File: config.mk
export PLATFORM = sky130hd
export DESIGN_NAME = ser_tx_stream
export DESIGN_NICKNAME = d
export VERILOG_FILES = /design/src/rtl/ser_pkg.sv /design/src/rtl/ser_pend_buf.sv /design/src/rtl/ser_tx_stream.sv
export SDC_FILE = /design/constraint.sdc
export NUM_CORES = 1
export LEC_CHECK = 0
export BUFFER_PORTS_ARGS = -buffer_cell sky130_fd_sc_hd__buf_2
export CAP_MARGIN = 10
export CORE_MARGIN = 2
export CORE_UTILIZATION = 55
export DETAILED_ROUTE_END_ITERATION = 8
export PLACE_DENSITY = 0.75
export SLEW_MARGIN = 5
export SYNTH_ARGS = -nofsm -noshare
export SYNTH_HDL_FRONTEND = slang
export SYNTH_HIERARCHICAL = 1
export SYNTH_SLANG_ARGS = --single-unit
File: constraint.sdc
create_clock -name clk -period 3.36 [get_ports clk]
set_input_delay 0.168 -clock clk [delete_from_list [all_inputs] [get_ports clk]]
set_output_delay 0.168 -clock clk [all_outputs]
set_load 0.02 [all_outputs]
File: src/rtl/ser_pkg.sv
// Shared types and defaults for the serial transmitter.
// S_PAR is only reachable when SER_PARITY_EN is defined.
package ser_pkg;

    typedef enum logic [1:0] {
        S_IDLE  = 2'd0,
        S_SHIFT = 2'd1,
        S_PAR   = 2'd2
    } state_t;

    localparam int SER_W_DEF = 8;

endpackage

File: src/rtl/ser_pend_buf.sv
// Single-entry holding register for the word queued behind the one being shifted.
module ser_pend_buf #(
    parameter int W = 8
) (
    input  logic         clk,
    input  logic         res,
    input  logic         load,
    input  logic         take,
    input  logic [W-1:0] din,
    output logic [W-1:0] dout,
    output logic         pend_vld
);

    logic [W-1:0] data_q, data_d;
    logic         vld_q, vld_d;

    always_comb begin
        data_d = data_q;
        vld_d  = vld_q;
        if (take) begin
            vld_d = 1'b0;
        end else if (load) begin
            data_d = din;
            vld_d  = 1'b1;
        end
    end

    always_ff @(posedge clk) begin
        if (res) begin
            data_q <= '0;
            vld_q  <= 1'b0;
        end else begin
            data_q <= data_d;
            vld_q  <= vld_d;
        end
    end

    assign dout     = data_q;
    assign pend_vld = vld_q;

endmodule

File: src/rtl/ser_tx_stream.sv
// Parallel-to-serial transmitter with one pending word; feeds the pattern detector.
// Optional even-parity bit after each word: define SER_PARITY_EN.
//
// state   | meaning
// S_IDLE  | no word active, SER_OUT at IDLE_LVL
// S_SHIFT | data bit cnt of the active word on SER_OUT
// S_PAR   | parity bit of the active word on SER_OUT
module ser_tx_stream
    import ser_pkg::*;
#(
    parameter int   W         = SER_W_DEF,
    parameter bit   MSB_FIRST = 1'b1,
    parameter logic IDLE_LVL  = 1'b1
) (
    input  logic         clk,
    input  logic         res,
    input  logic [W-1:0] DIN,
    input  logic         DIN_VLD,
    output logic         DIN_RDY,
    output logic         SER_OUT,
    output logic         SER_ACT,
    output logic         WORD_DONE
);

    localparam int            CW       = $clog2(W + 1);
    localparam logic [CW-1:0] CNT_LAST = CW'(W - 1);

    state_t         state_q, state_d;
    logic [W-1:0]   sh_q, sh_d;
    logic [CW-1:0]  cnt_q, cnt_d;
    logic           ser_q, ser_d;
    logic           pend_vld, pend_load, pend_take;
    logic [W-1:0]   pend_data;
    logic [W-1:0]   next_word;
    logic           accept, word_end, do_load;
`ifdef SER_PARITY_EN
    logic           par_q, par_d;
`endif

    function automatic logic first_bit(input logic [W-1:0] w);
        return MSB_FIRST ? w[W-1] : w[0];
    endfunction

    function automatic logic [W-1:0] shift_word(input logic [W-1:0] w);
        return MSB_FIRST ? (w << 1) : (w >> 1);
    endfunction

    assign DIN_RDY = !pend_vld && !res;
    assign accept  = DIN_VLD && DIN_RDY;

`ifdef SER_PARITY_EN
    assign word_end = (state_q == S_PAR);
`else
    assign word_end = (state_q == S_SHIFT) && (cnt_q == CNT_LAST);
`endif

    // Only a word arriving while the shifter is free bypasses the buffer.
    assign pend_load = accept && !((state_q == S_IDLE) || word_end);

    always_comb begin
        state_d   = state_q;
        sh_d      = sh_q;
        cnt_d     = cnt_q;
        ser_d     = ser_q;
        pend_take = 1'b0;
        next_word = DIN;
        do_load   = 1'b0;
`ifdef SER_PARITY_EN
        par_d     = par_q;
`endif

        if (state_q == S_IDLE) begin
            do_load = accept;
        end else if (word_end) begin
            if (pend_vld) begin
                do_load   = 1'b1;
                pend_take = 1'b1;
                next_word = pend_data;
            end else begin
                do_load = accept;
            end
        end

        if (do_load) begin
            state_d = S_SHIFT;
            ser_d   = first_bit(next_word);
            sh_d    = shift_word(next_word);
            cnt_d   = '0;
`ifdef SER_PARITY_EN
            par_d   = ^next_word;
`endif
        end else if (state_q == S_SHIFT && !word_end) begin
`ifdef SER_PARITY_EN
            if (cnt_q == CNT_LAST) begin
                state_d = S_PAR;
                ser_d   = par_q;
                cnt_d   = CW'(W);
            end else begin
                ser_d = first_bit(sh_q);
                sh_d  = shift_word(sh_q);
                cnt_d = cnt_q + 1'b1;
            end
`else
            ser_d = first_bit(sh_q);
            sh_d  = shift_word(sh_q);
            cnt_d = cnt_q + 1'b1;
`endif
        end else begin
            state_d = S_IDLE;
            ser_d   = IDLE_LVL;
            cnt_d   = '0;
        end
    end

    always_ff @(posedge clk) begin
        if (res) begin
            state_q <= S_IDLE;
            sh_q    <= '0;
            cnt_q   <= '0;
            ser_q   <= IDLE_LVL;
`ifdef SER_PARITY_EN
            par_q   <= 1'b0;
`endif
        end else begin
            state_q <= state_d;
            sh_q    <= sh_d;
            cnt_q   <= cnt_d;
            ser_q   <= ser_d;
`ifdef SER_PARITY_EN
            par_q   <= par_d;
`endif
        end
    end

    ser_pend_buf #(.W(W)) u_pend (
        .clk      (clk),
        .res      (res),
        .load     (pend_load),
        .take     (pend_take),
        .din      (DIN),
        .dout     (pend_data),
        .pend_vld (pend_vld)
    );

    assign SER_OUT   = ser_q;
    assign SER_ACT   = (state_q != S_IDLE);
    assign WORD_DONE = word_end;

endmodule

==> results by group, run 1 <==
STA
  • Final hold vios: 0
  • Final setup margin: 1440 ps
  • FMAX: 0.522 GHz
  • Worst Tran Pin Value: 457 ps
  • Max-slew violation count: 0
  • Setup TNS: 0 ps
  • Period utilization: 57.0%
  • Rel. slew slack: 69.5%
  • Finish-stage setup viols: 0
  • RSZ-0062 raised after global routing: no
  • Clk_skew: 7.40 ps
  • Minimum clock period: 1920 ps

Yosys
  • Syn_area_per_cell: 10.4 um2
  • Cell taking the most area after synthesis: dfxtp_1
  • Fraction of registers with async set or reset after synthesis: 0%
  • Top cells by area, synth: dfxtp_1 (40%), nand2b_1 (8.5%), nand4bb_1 (8.2%)
  • Yosys reg bits: 22
  • Warnings from Yosys: 6
  • Post-synth top area share: 40.0%
  • Main combinational cell family by area after synthesis: simple AND/OR/NAND/NOR gates
  • Netlist cell types: 33
  • Synth Area in Compound Gates: 15.2%
  • Xor-xnor portion of the synthesized cell area: 1.59%
  • Top-count cell post-synth: dfxtp_1
  • Simple-Gate Fraction of Synth Area: 31.9%
  • Number of flops mapped to enable cells by yosys: 0
  • Netlist Area Pre-Place: 1100 um2
  • Post-Synth Adder-Cell Area: 1.14%
  • Mapped Cells: 106
  • Mux share of post-synthesis cell area: 7.38%
  • Synth cell count leaders: dfxtp_1 (22), nand2b_1 (15), nand4bb_1 (8)
  • Mapped Nets: 118
  • Commonest register cell after synthesis: dfxtp_1
  • Sequential share of the synthesized area: 40.0%

Global route
  • Initial antenna violation count: 0
  • Number of global-route vias before repair: 772
  • Largest net degree at the start of global routing: 36
  • GR peak layer: met2
  • Routing usage on met3: 5.52%
  • Grt met1 use: 22.7%
  • GR Util met2: 29.9%
  • First-pass GRT wire length: 3330 um
  • Grt total ovfl: 0
  • Tot GR Track Use: 17.9%

Power
  • Clock share of power: 30.1%
  • Switching power total: 114 uW
  • Combinational fraction of design power: 11.7%
  • Pleak: 0.000481 uW
  • Sw frac: 24.0%
  • P_int: 361 uW
  • P per Cell Area: 389 nW/um2
  • Sequential Power Share: 58.2%
  • VDD IR max: 0.340 mV

Drt
  • Via count: 797
  • # DRC: 0
  • Routed WL per cell: 13.1 um
  • Vias per inst: 5.42
  • Total routed wirelength: 1920 um
  • First DRT Iteration DRCs: 18
  • DRT Pass-1 Iters: 4
  • ANT nets after route: 0

Final layout
  • Net count, final: 133
  • Layout cells sized above 1: 30.8%
  • Layout Utilization: 63.6%
  • Cell area after layout: 1220 um2
  • Final cell count without fillers: 147
  • Fill count: 177
  • Area Growth Syn to Fin: 10.9%
  • Antenna Cells: 0

Critical path
  • CP endpoint kind: flop
  • Worst path slowest cell: dfxtp_1
  • Minimum setup slack among reg-to-reg paths: 1440 ps
  • WP data arrival: 2120 ps
  • Crit-path max FO: 12
  • R2R cell count: 7
  • Req. time, crit path: 3560 ps
  • Crit Path Class: flop to flop
  • Cells along the critical path: ha_1, nand3b_4, nand2_1, nor3_1, buf_4, and2b_4, o21ai_1
  • Worst reg2reg path startpoint: cnt_q[0]$_SDFF_PP0_
  • RR Endpoint: u_pend/dout[5]$_SDFFE_PP0P_
  • CP max stage delay: 340 ps
  • Startpoint types: flop

Die
  • Effective utilization at floorplan: 57.4%
  • Core Area: 1920 um2
  • Io pins: 15
  • Row Count: 16
  • Die W: 48.8 um
  • Die height: 48.8 um
  • Die ar.: 2380 um2

Clocking
  • Htree depth: 1
  • TritonCTS clock tree: yes
  • Clk_lat worst skew: 310 ps
  • Maximum root-to-sink buffer count: 2
  • Total clock sinks: 22
  • Hold Buf Count CTS: 0
  • TritonCTS Buffers: 3
  • Clock slew at reported path FFs: 120 ps
  • Postcts setup bufs: 0
  • Resize count post-CTS: 0
  • Clock root buffer: clkbuf_4

Status
  • Status: finished clean

Place
  • Number of port buffers: 14
  • Gpl congestion: 0.735
  • Dpl cells: 143
  • Final HPWL from detailed placement: 1350 um
  • Placement Setup Slack: 1530 ps
  • Placed inst area: 1190 um2

Worst hold path
  • Worst Hold Depth: 3
  • Worst Hold End: u_pend/dout[5]$_SDFFE_PP0P_
  • Hold WC Path Type: primary input to flop
  • Min-delay src: DIN[5]

Job
  • Max-Cap Viols: 0
flip-flops by register name, indices dropped and copies added (netlist names):
signal,count
state_q,1
u_pend/pend_vld,1
sh_q,7
SER_OUT,1
cnt_q,4
u_pend/dout,8
cell usage in the layout (no fill, tap or decap), types with 3 or more instances in the layout:
master     netlist  final
buf_2            0     14
nand2b_1        15     15
mux2i_1          7      7
o21ai_1          3      3
nor3_1           5      5
nand2_1          3      3
o221ai_1         3      3
clkbuf_4         0      3
nand4bb_1        8      8
dfxtp_1         22     22
or2_2            5      5
nor2_1           4      4
o21ai_2          5      5
o221ai_2         3      3
layer usage:
metal,vias up,part of all wire [%]
met5,-,0
met4,0,0.68
met3,2,3.8
met2,10,44
met1,362,52
li1,423,-
final cells by class:
class	count	area, um2	share of cell area, %
Tap cell	27	33.8	2.76
Multi-Input combinational cell	78	631	51.6
Timing Repair Buffer	15	77.6	6.35
Sequential cell	22	440	36.0
Clock buffer	4	36.3	2.97
Inverter	1	3.75	0.307
power by group through the flow:
stage / logic (uW) / clock network, uW / registers [uW]
after detailed placement: 55.9 / 0 / 283
after global routing: 61.2 / 163 / 278
after global placement: 54.7 / 0 / 282
final: 55.6 / 143 / 277
after floorplan: 37.8 / 0 / 284
after CTS: 55.9 / 146 / 277
cells by family after synthesis:
logic type | Yosys count
simple gates | 48
compound gates | 19
flops | 22
buf+inv | 6
mux | 8
fa+ha+maj | 1
xor+xnor | 2
stage by stage:
| step | hold slack [ps] | total power (uW) |
|---|---|---|
| 2_1_floorplan | 335 | 321 |
| 3_3_place_gp | 438 | 337 |
| 3_5_place_dp | 451 | 338 |
| 4_1_cts | 137 | 479 |
| 5_1_grt | 132 | 503 |
| 6_report | 143 | 476 |
critical path, delay by kind of cell (launching register included):
kind	cells	cell delay, ps
buffers and inverters	1	210
AO/OA/AOI/OAI	1	90
adder cells (fa/ha/maj)	1	250
AND/OR/NAND/NOR	4	910
flip-flops	1	340
worst max path at each step:
stage                              from                     endpoint  slack [ps]  depth (start not counted)
finish              cnt_q[0]$_SDFF_PP0_  u_pend/dout[5]$_SDFFE_PP0P_        1440                          7
detailed placement  cnt_q[0]$_SDFF_PP0_  u_pend/dout[5]$_SDFFE_PP0P_        1530                          7
CTS                 cnt_q[0]$_SDFF_PP0_  u_pend/dout[5]$_SDFFE_PP0P_        1470                          7
global placement    cnt_q[0]$_SDFF_PP0_  u_pend/dout[4]$_SDFFE_PP0P_        1600                          7
floorplan           cnt_q[0]$_SDFF_PP0_  u_pend/dout[4]$_SDFFE_PP0P_        1290                          7
global route        cnt_q[0]$_SDFF_PP0_  u_pend/dout[5]$_SDFFE_PP0P_        1340                          7
Note: power is estimated with default switching activity, not from simulation.
==> run 2: changes to the inputs <==
==> constraint.sdc (replaced) <==
create_clock -name clk -period 1.8 [get_ports clk]
set_input_delay 0.09 -clock clk [delete_from_list [all_inputs] [get_ports clk]]
set_output_delay 0.09 -clock clk [all_outputs]
set_load 0.02 [all_outputs]
==> run 2 against run 1 <==
Effect of this change: count of clock-buffer cells in the layout down 1; wire length is 10% higher; sequential share of layout area down 1.6 points; non-clock buffer count rose by 7; die area unchanged; design area is 4.5% higher; global-route usage increased by 0.74 points; flip-flop and latch count unchanged; via count up 3.9%; clock skew rose by 4.8 ps; register-to-register slack lost 1300 ps; critical path type unchanged; largest power group unchanged.
==> results by group, run 2 (synthesized netlist as in run 1, its figures left out) <==
Final layout
  • Fill count: 183 (was 177)
  • Max reg flops: 8 (unchanged)
  • Area Growth Syn to Fin: 15.9% (was 10.9%)
  • Layout cells sized above 1: 35.7% (was 30.8%)
  • Commonest cells after routing, fill and taps aside: dfxtp_1 (22), nand2b_1 (15), buf_2 (14) (unchanged)
  • Commonest non-fill, non-tap cell in the layout: dfxtp_1 (unchanged)
  • Net count, final: 140 (was 133)
  • Antenna Cells: 0 (unchanged)

Critical path
  • Req. time, crit path: 1990 ps (was 3560 ps)
  • Cell family with most CP delay: simple AND/OR/NAND/NOR gates (unchanged)
  • WP data arrival: 1830 ps (was 2120 ps)
  • Crit-path max FO: 7 (was 12)
  • Crit Path Class: flop to flop (unchanged)
  • Cells along the critical path: ha_1, nand3b_4, and2_4, or3_4, o32a_1 (was ha_1, nand3b_4, nand2_1, nor3_1, buf_4, and2b_4, o21ai_1)
  • Critical path buffer and inverter count: 0 (was 1)
  • Worst path slowest cell: or3_4 (was dfxtp_1)
  • CP max stage delay: 410 ps (was 340 ps)
  • CP endpoint kind: flop (unchanged)
  • Startpoint types: flop (unchanged)

Clocking
  • TritonCTS Buffers: 3 (unchanged)
  • Clock root buffer: clkbuf_4 (unchanged)
  • Clock slew at reported path FFs: 120 ps (about the same)
  • Maximum root-to-sink buffer count: 2 (unchanged)
  • Htree depth: 1 (unchanged)
  • Total clock sinks: 22 (unchanged)
  • Clk_lat worst skew: 300 ps (was 310 ps)
  • TritonCTS clock tree: yes (unchanged)

Power
  • Pleak: 0.000516 uW (was 0.000481 uW)
  • P per Cell Area: 664 nW/um2 (was 389 nW/um2)
  • Total power draw: 848 uW (was 476 uW)
  • VDD IR max: 0.377 mV (was 0.340 mV)

STA
  • Worst hold slack: 57.8 ps (was 143 ps)
  • Minimum clock period: 1640 ps (was 1920 ps)
  • Max-slew violation count: 0 (unchanged)
  • Clk_skew: 12.2 ps (was 7.40 ps)
  • Finish-stage setup viols: 0 (unchanged)
  • Setup TNS: 0 ps (unchanged)
  • Worst Tran Pin Value: 336 ps (was 457 ps)
  • FMAX: 0.609 GHz (was 0.522 GHz)
  • RSZ-0062 raised after global routing: no (unchanged)
  • Final hold vios: 0 (unchanged)
  • Period utilization: 91.2% (was 57.0%)
  • Rel. slew slack: 77.5% (was 69.5%)

Drt
  • Vias per inst: 5.41 (was 5.42)
  • Total routed wirelength: 2110 um (was 1920 um)
  • First DRT Iteration DRCs: 7 (was 18)
  • ANT nets after route: 0 (unchanged)
  • DRT Pass-1 Iters: 4 (unchanged)
  • # DRC: 0 (unchanged)
  • Via count: 828 (was 797)
  • Routed WL per cell: 13.8 um (was 13.1 um)

Worst hold path
  • Hold WC Path Type: primary input to flop (unchanged)

Die
  • Row Count: 16 (unchanged)
  • Core Area: 1920 um2 (unchanged)
  • Die ar.: 2380 um2 (unchanged)
  • Effective utilization at floorplan: 57.4% (unchanged)
  • Die height: 48.8 um (unchanged)
  • Io pins: 15 (unchanged)
  • Die W: 48.8 um (unchanged)

Job
  • Max-Cap Viols: 0 (unchanged)

Place
  • Number of port buffers: 14 (unchanged)
  • Gpl congestion: 0.741 (was 0.735)
  • Final HPWL from detailed placement: 1480 um (was 1350 um)

Global route
  • Tot GR Track Use: 18.7% (was 17.9%)
  • Grt total ovfl: 0 (unchanged)
  • First-pass GRT wire length: 3510 um (was 3330 um)
  • Largest net degree at the start of global routing: 20 (was 36)
  • Initial antenna violation count: 0 (unchanged)
  • Number of global-route vias before repair: 790 (was 772)

Status
  • Status: finished clean (unchanged)
-- run 2: final timing paths --
kind                       start                           to  slack, ps  cells past startpoint
max          cnt_q[0]$_SDFF_PP0_           SER_OUT$_SDFF_PP1_        160                      5
max reg2reg  cnt_q[0]$_SDFF_PP0_           SER_OUT$_SDFF_PP1_        160                      5
min reg2reg  cnt_q[0]$_SDFF_PP0_          cnt_q[0]$_SDFF_PP0_        470                      1
min                       DIN[4]  u_pend/dout[4]$_SDFFE_PP0P_         60                      3
-- run 2: area by class of cell --
cell class | instances | area [um2] | area share [%]
multi-input cells | 78 | 647 | 50.6
flip-flops and latches | 22 | 440 | 34.5
repair buffers | 22 | 130 | 10.2
well taps | 27 | 33.8 | 2.64
clock buffers | 3 | 22.5 | 1.76
inverters | 1 | 3.75 | 0.294
-- run 2: where the power goes --
group | leakage (uW) | switching (uW) | internal [uW]
Clock | 0.0000138 | 139 | 78.0
Sequential | 0.000179 | 9.65 | 507
Combinational | 0.000324 | 64.7 | 50.6
Total | 0.000516 | 213 | 635
-- run 2: through the flow --
stage / instances / utilization, % / setup slack [ps] / area, um2
2_1_floorplan: 106 / - / 60.0 / 1110
3_3_place_gp: 146 / 63.5 / 117 / 1220
3_5_place_dp: 146 / 63.5 / 64.8 / 1220
4_1_cts: 149 / 64.6 / 44.2 / 1240
5_1_grt: 153 / 66.5 / 64.0 / 1280
6_report: 153 / 66.5 / 159 / 1280
-- run 2: tightest hold or removal path: stages --
cell and delay, ps:
buf_2 100, nand4bb_1 80, o21ai_1 60
-- run 2: timing repair --
item / 4_1_cts / 5_1_grt
resized for setup: 0 / 1
buffers inserted: 0 / 4
setup endpoints to repair: 0 / 4
hold buffers: 0 / 0
-- run 2: layer usage --
metal	vias to the layer above	track usage [%]	routed length [um]
met1	381	25.3	999
met4	0	5.71	22
met3	4	1.84	52
met5	-	0	0
li1	430	-	-
met2	13	31.5	1040
==> run 3: changes to the inputs <==
--- a/config.mk
+++ b/config.mk
@@ -5,7 +5,8 @@
 export SDC_FILE = /design/constraint.sdc
 export NUM_CORES = 1
 export LEC_CHECK = 0
-export BUFFER_PORTS_ARGS = -buffer_cell sky130_fd_sc_hd__buf_2
+export ABC_CLOCK_PERIOD_IN_PS = 1800
+export BUFFER_PORTS_ARGS = -buffer_cell sky130_fd_sc_hd__buf_4
 export CAP_MARGIN = 10
 export CORE_MARGIN = 2
 export CORE_UTILIZATION = 55
==> run 3 against run 2 <==
Effect of this change: sequential power hardly changed; cell count is 2.6% lower; die area stayed put; hold slack worse by 3.2 ps; sequential share of layout area is 0.73 points lower; count of clock-buffer cells in the layout stayed put; design area is 2.2% higher; first-iteration DRC count is 29% lower; non-clock buffer count is 5 lower; power is 21% higher.
==> results by group, run 3 (synthesized netlist as in run 1, its figures left out) <==
Global route
  • GR Util met2: 35.4% (was 31.5%)
  • Tot GR Track Use: 19.8% (was 18.7%)
  • Grt total ovfl: 0 (unchanged)
  • Routing usage on met3: 3.37% (was 1.84%)
  • Largest net degree at the start of global routing: 20 (unchanged)
  • First-pass GRT wire length: 3640 um (was 3510 um)
  • Number of global-route vias before repair: 836 (was 790)
  • Grt met1 use: 23.2% (was 25.3%)
  • Initial antenna violation count: 0 (unchanged)
  • GR peak layer: met2 (unchanged)

Drt
  • Total routed wirelength: 2110 um (unchanged)
  • DRT Pass-1 Iters: 4 (unchanged)
  • Routed WL per cell: 14.2 um (was 13.8 um)
  • First DRT Iteration DRCs: 5 (was 7)
  • Vias per inst: 5.59 (was 5.41)
  • Via count: 833 (was 828)
  • ANT nets after route: 0 (unchanged)
  • # DRC: 0 (unchanged)

STA
  • Finish-stage setup viols: 0 (unchanged)
  • Period utilization: 93.0% (was 91.2%)
  • Final hold vios: 0 (unchanged)
  • Minimum clock period: 1670 ps (was 1640 ps)
  • Clk_skew: 12.4 ps (was 12.2 ps)
  • FMAX: 0.598 GHz (was 0.609 GHz)
  • Rel. slew slack: 78.3% (was 77.5%)
  • RSZ-0062 raised after global routing: yes (was no)
  • Final setup margin: 127 ps (was 159 ps)
  • Max-slew violation count: 0 (unchanged)
  • Worst Tran Pin Value: 325 ps (was 336 ps)
  • Worst hold slack: 54.6 ps (was 57.8 ps)

Critical path
  • Critical Path Source: cnt_q[0]$_SDFF_PP0_ (unchanged)
  • Req. time, crit path: 2020 ps (was 1990 ps)
  • Critical path buffer and inverter count: 0 (unchanged)
  • Worst reg2reg path startpoint: cnt_q[0]$_SDFF_PP0_ (unchanged)
  • WP data arrival: 1890 ps (was 1830 ps)
  • Crit-path max FO: 18 (was 7)
  • Cells along the critical path: ha_1, nand3b_4, nor2_8, mux2i_1, a2111oi_1 (was ha_1, nand3b_4, and2_4, or3_4, o32a_1)
  • CP endpoint kind: flop (unchanged)
  • Startpoint types: flop (unchanged)
  • Cell family with most CP delay: simple AND/OR/NAND/NOR gates (unchanged)
  • CP max stage delay: 380 ps (was 410 ps)
  • Worst path slowest cell: dfxtp_1 (was or3_4)
  • Crit Path Class: flop to flop (unchanged)

Die
  • Row Count: 16 (unchanged)
  • Core Area: 1920 um2 (unchanged)
  • Die height: 48.8 um (unchanged)
  • Die W: 48.8 um (unchanged)
  • Effective utilization at floorplan: 57.4% (unchanged)
  • Io pins: 15 (unchanged)
  • Die ar.: 2380 um2 (unchanged)

Place
  • Number of port buffers: 14 (unchanged)
  • Placed inst area: 1250 um2 (was 1220 um2)
  • Gpl congestion: 0.716 (was 0.741)
  • Final HPWL from detailed placement: 1550 um (was 1480 um)
  • Placement Setup Slack: 71.6 ps (was 64.8 ps)

Final layout
  • Layout cells sized above 1: 33.6% (was 35.7%)
  • Antenna Cells: 0 (unchanged)
  • Fill count: 174 (was 183)
  • Max reg flops: 8 (unchanged)
  • Area Growth Syn to Fin: 18.4% (was 15.9%)
  • Layout Utilization: 67.9% (was 66.5%)
  • Net count, final: 135 (was 140)
  • Commonest non-fill, non-tap cell in the layout: dfxtp_1 (unchanged)
  • Cell area after layout: 1310 um2 (was 1280 um2)
  • Commonest cells after routing, fill and taps aside: dfxtp_1 (22), buf_4 (17), nand2b_1 (15) (was dfxtp_1 (22), nand2b_1 (15), buf_2 (14))

Clocking
  • Htree depth: 1 (unchanged)
  • Clock root buffer: clkbuf_4 (unchanged)
  • TritonCTS Buffers: 3 (unchanged)
  • Maximum root-to-sink buffer count: 2 (unchanged)
  • Clock slew at reported path FFs: 140 ps (was 120 ps)
  • TritonCTS clock tree: yes (unchanged)
  • Total clock sinks: 22 (unchanged)
  • Clk_lat worst skew: 320 ps (was 300 ps)
  • Hold Buf Count CTS: 0 (unchanged)

Worst hold path
  • Min-delay src: DIN[4] (unchanged)
  • Hold WC Path Type: primary input to flop (unchanged)

Status
  • Status: finished clean (unchanged)

Power
  • P per Cell Area: 786 nW/um2 (was 664 nW/um2)
  • Pleak: 0.000515 uW (was 0.000516 uW)
  • VDD IR max: 0.549 mV (was 0.377 mV)
  • Total power draw: 1030 uW (was 848 uW)

Job
  • Max-Cap Viols: 0 (unchanged)
-- run 3: cell count changes in the layout (fill, tap and decap cells not counted), sizes merged --
cell | before | now
buf | 22 | 17
bufinv | 0 | 1
-- run 3: final cells by class --
cell class                      instances  area (um2)  area share, %
Clock inverter                          1        30.0           2.30
Sequential cell                        22         440           33.7
Multi-Input combinational cell         78         647           49.6
Inverter                                1        3.75          0.288
Timing Repair Buffer                   17         128           9.78
Clock buffer                            3        22.5           1.73
Tap cell                               27        33.8           2.59
-- run 3: worst reg2reg max path, delay by kind of cell, from the launching register on --
family	cells	cell delay, ps
AND/OR/NAND/NOR	2	430
flip-flops	1	380
AO/OA/AOI/OAI	1	380
adder cells (fa/ha/maj)	1	230
multiplexers	1	150
-- run 3: repair_timing --
action,4_1_cts,5_1_grt
endpoints found under the setup margin,0,2
resized for setup,0,1
setup buffers,0,0
-- run 3: worst paths after layout --
| path | cells after the start | slack (ps) | end |
|---|---|---|---|
| worst max register to register | 5 | 130 | sh_q[1]$_SDFFE_PP0P_ |
| worst min-delay path | 3 | 50 | u_pend/dout[4]$_SDFFE_PP0P_ |
| worst min register to register | 1 | 460 | cnt_q[0]$_SDFF_PP0_ |
| worst max-delay path | 5 | 130 | sh_q[1]$_SDFFE_PP0P_ |
-- run 3: power by group --
group	switching, uW	leakage [uW]	internal [uW]
clock	162	0.0000279	225
combinational	64.4	0.000308	57.9
sequential	10.2	0.000179	507
total	236	0.000515	790
-- run 3: routing by layer --
metal,vias to the layer above,wire length [um]
li1,421,-
met1,397,958
met2,11,1070
met3,4,55
met4,0,31
met5,-,0
-- run 3: metrics by stage --
step | std cells | TNS (ps)
2_1_floorplan | 106 | 0
5_1_grt | 149 | -3.90
6_report | 149 | 0
3_5_place_dp | 145 | 0
4_1_cts | 149 | 0
3_3_place_gp | 145 | 0
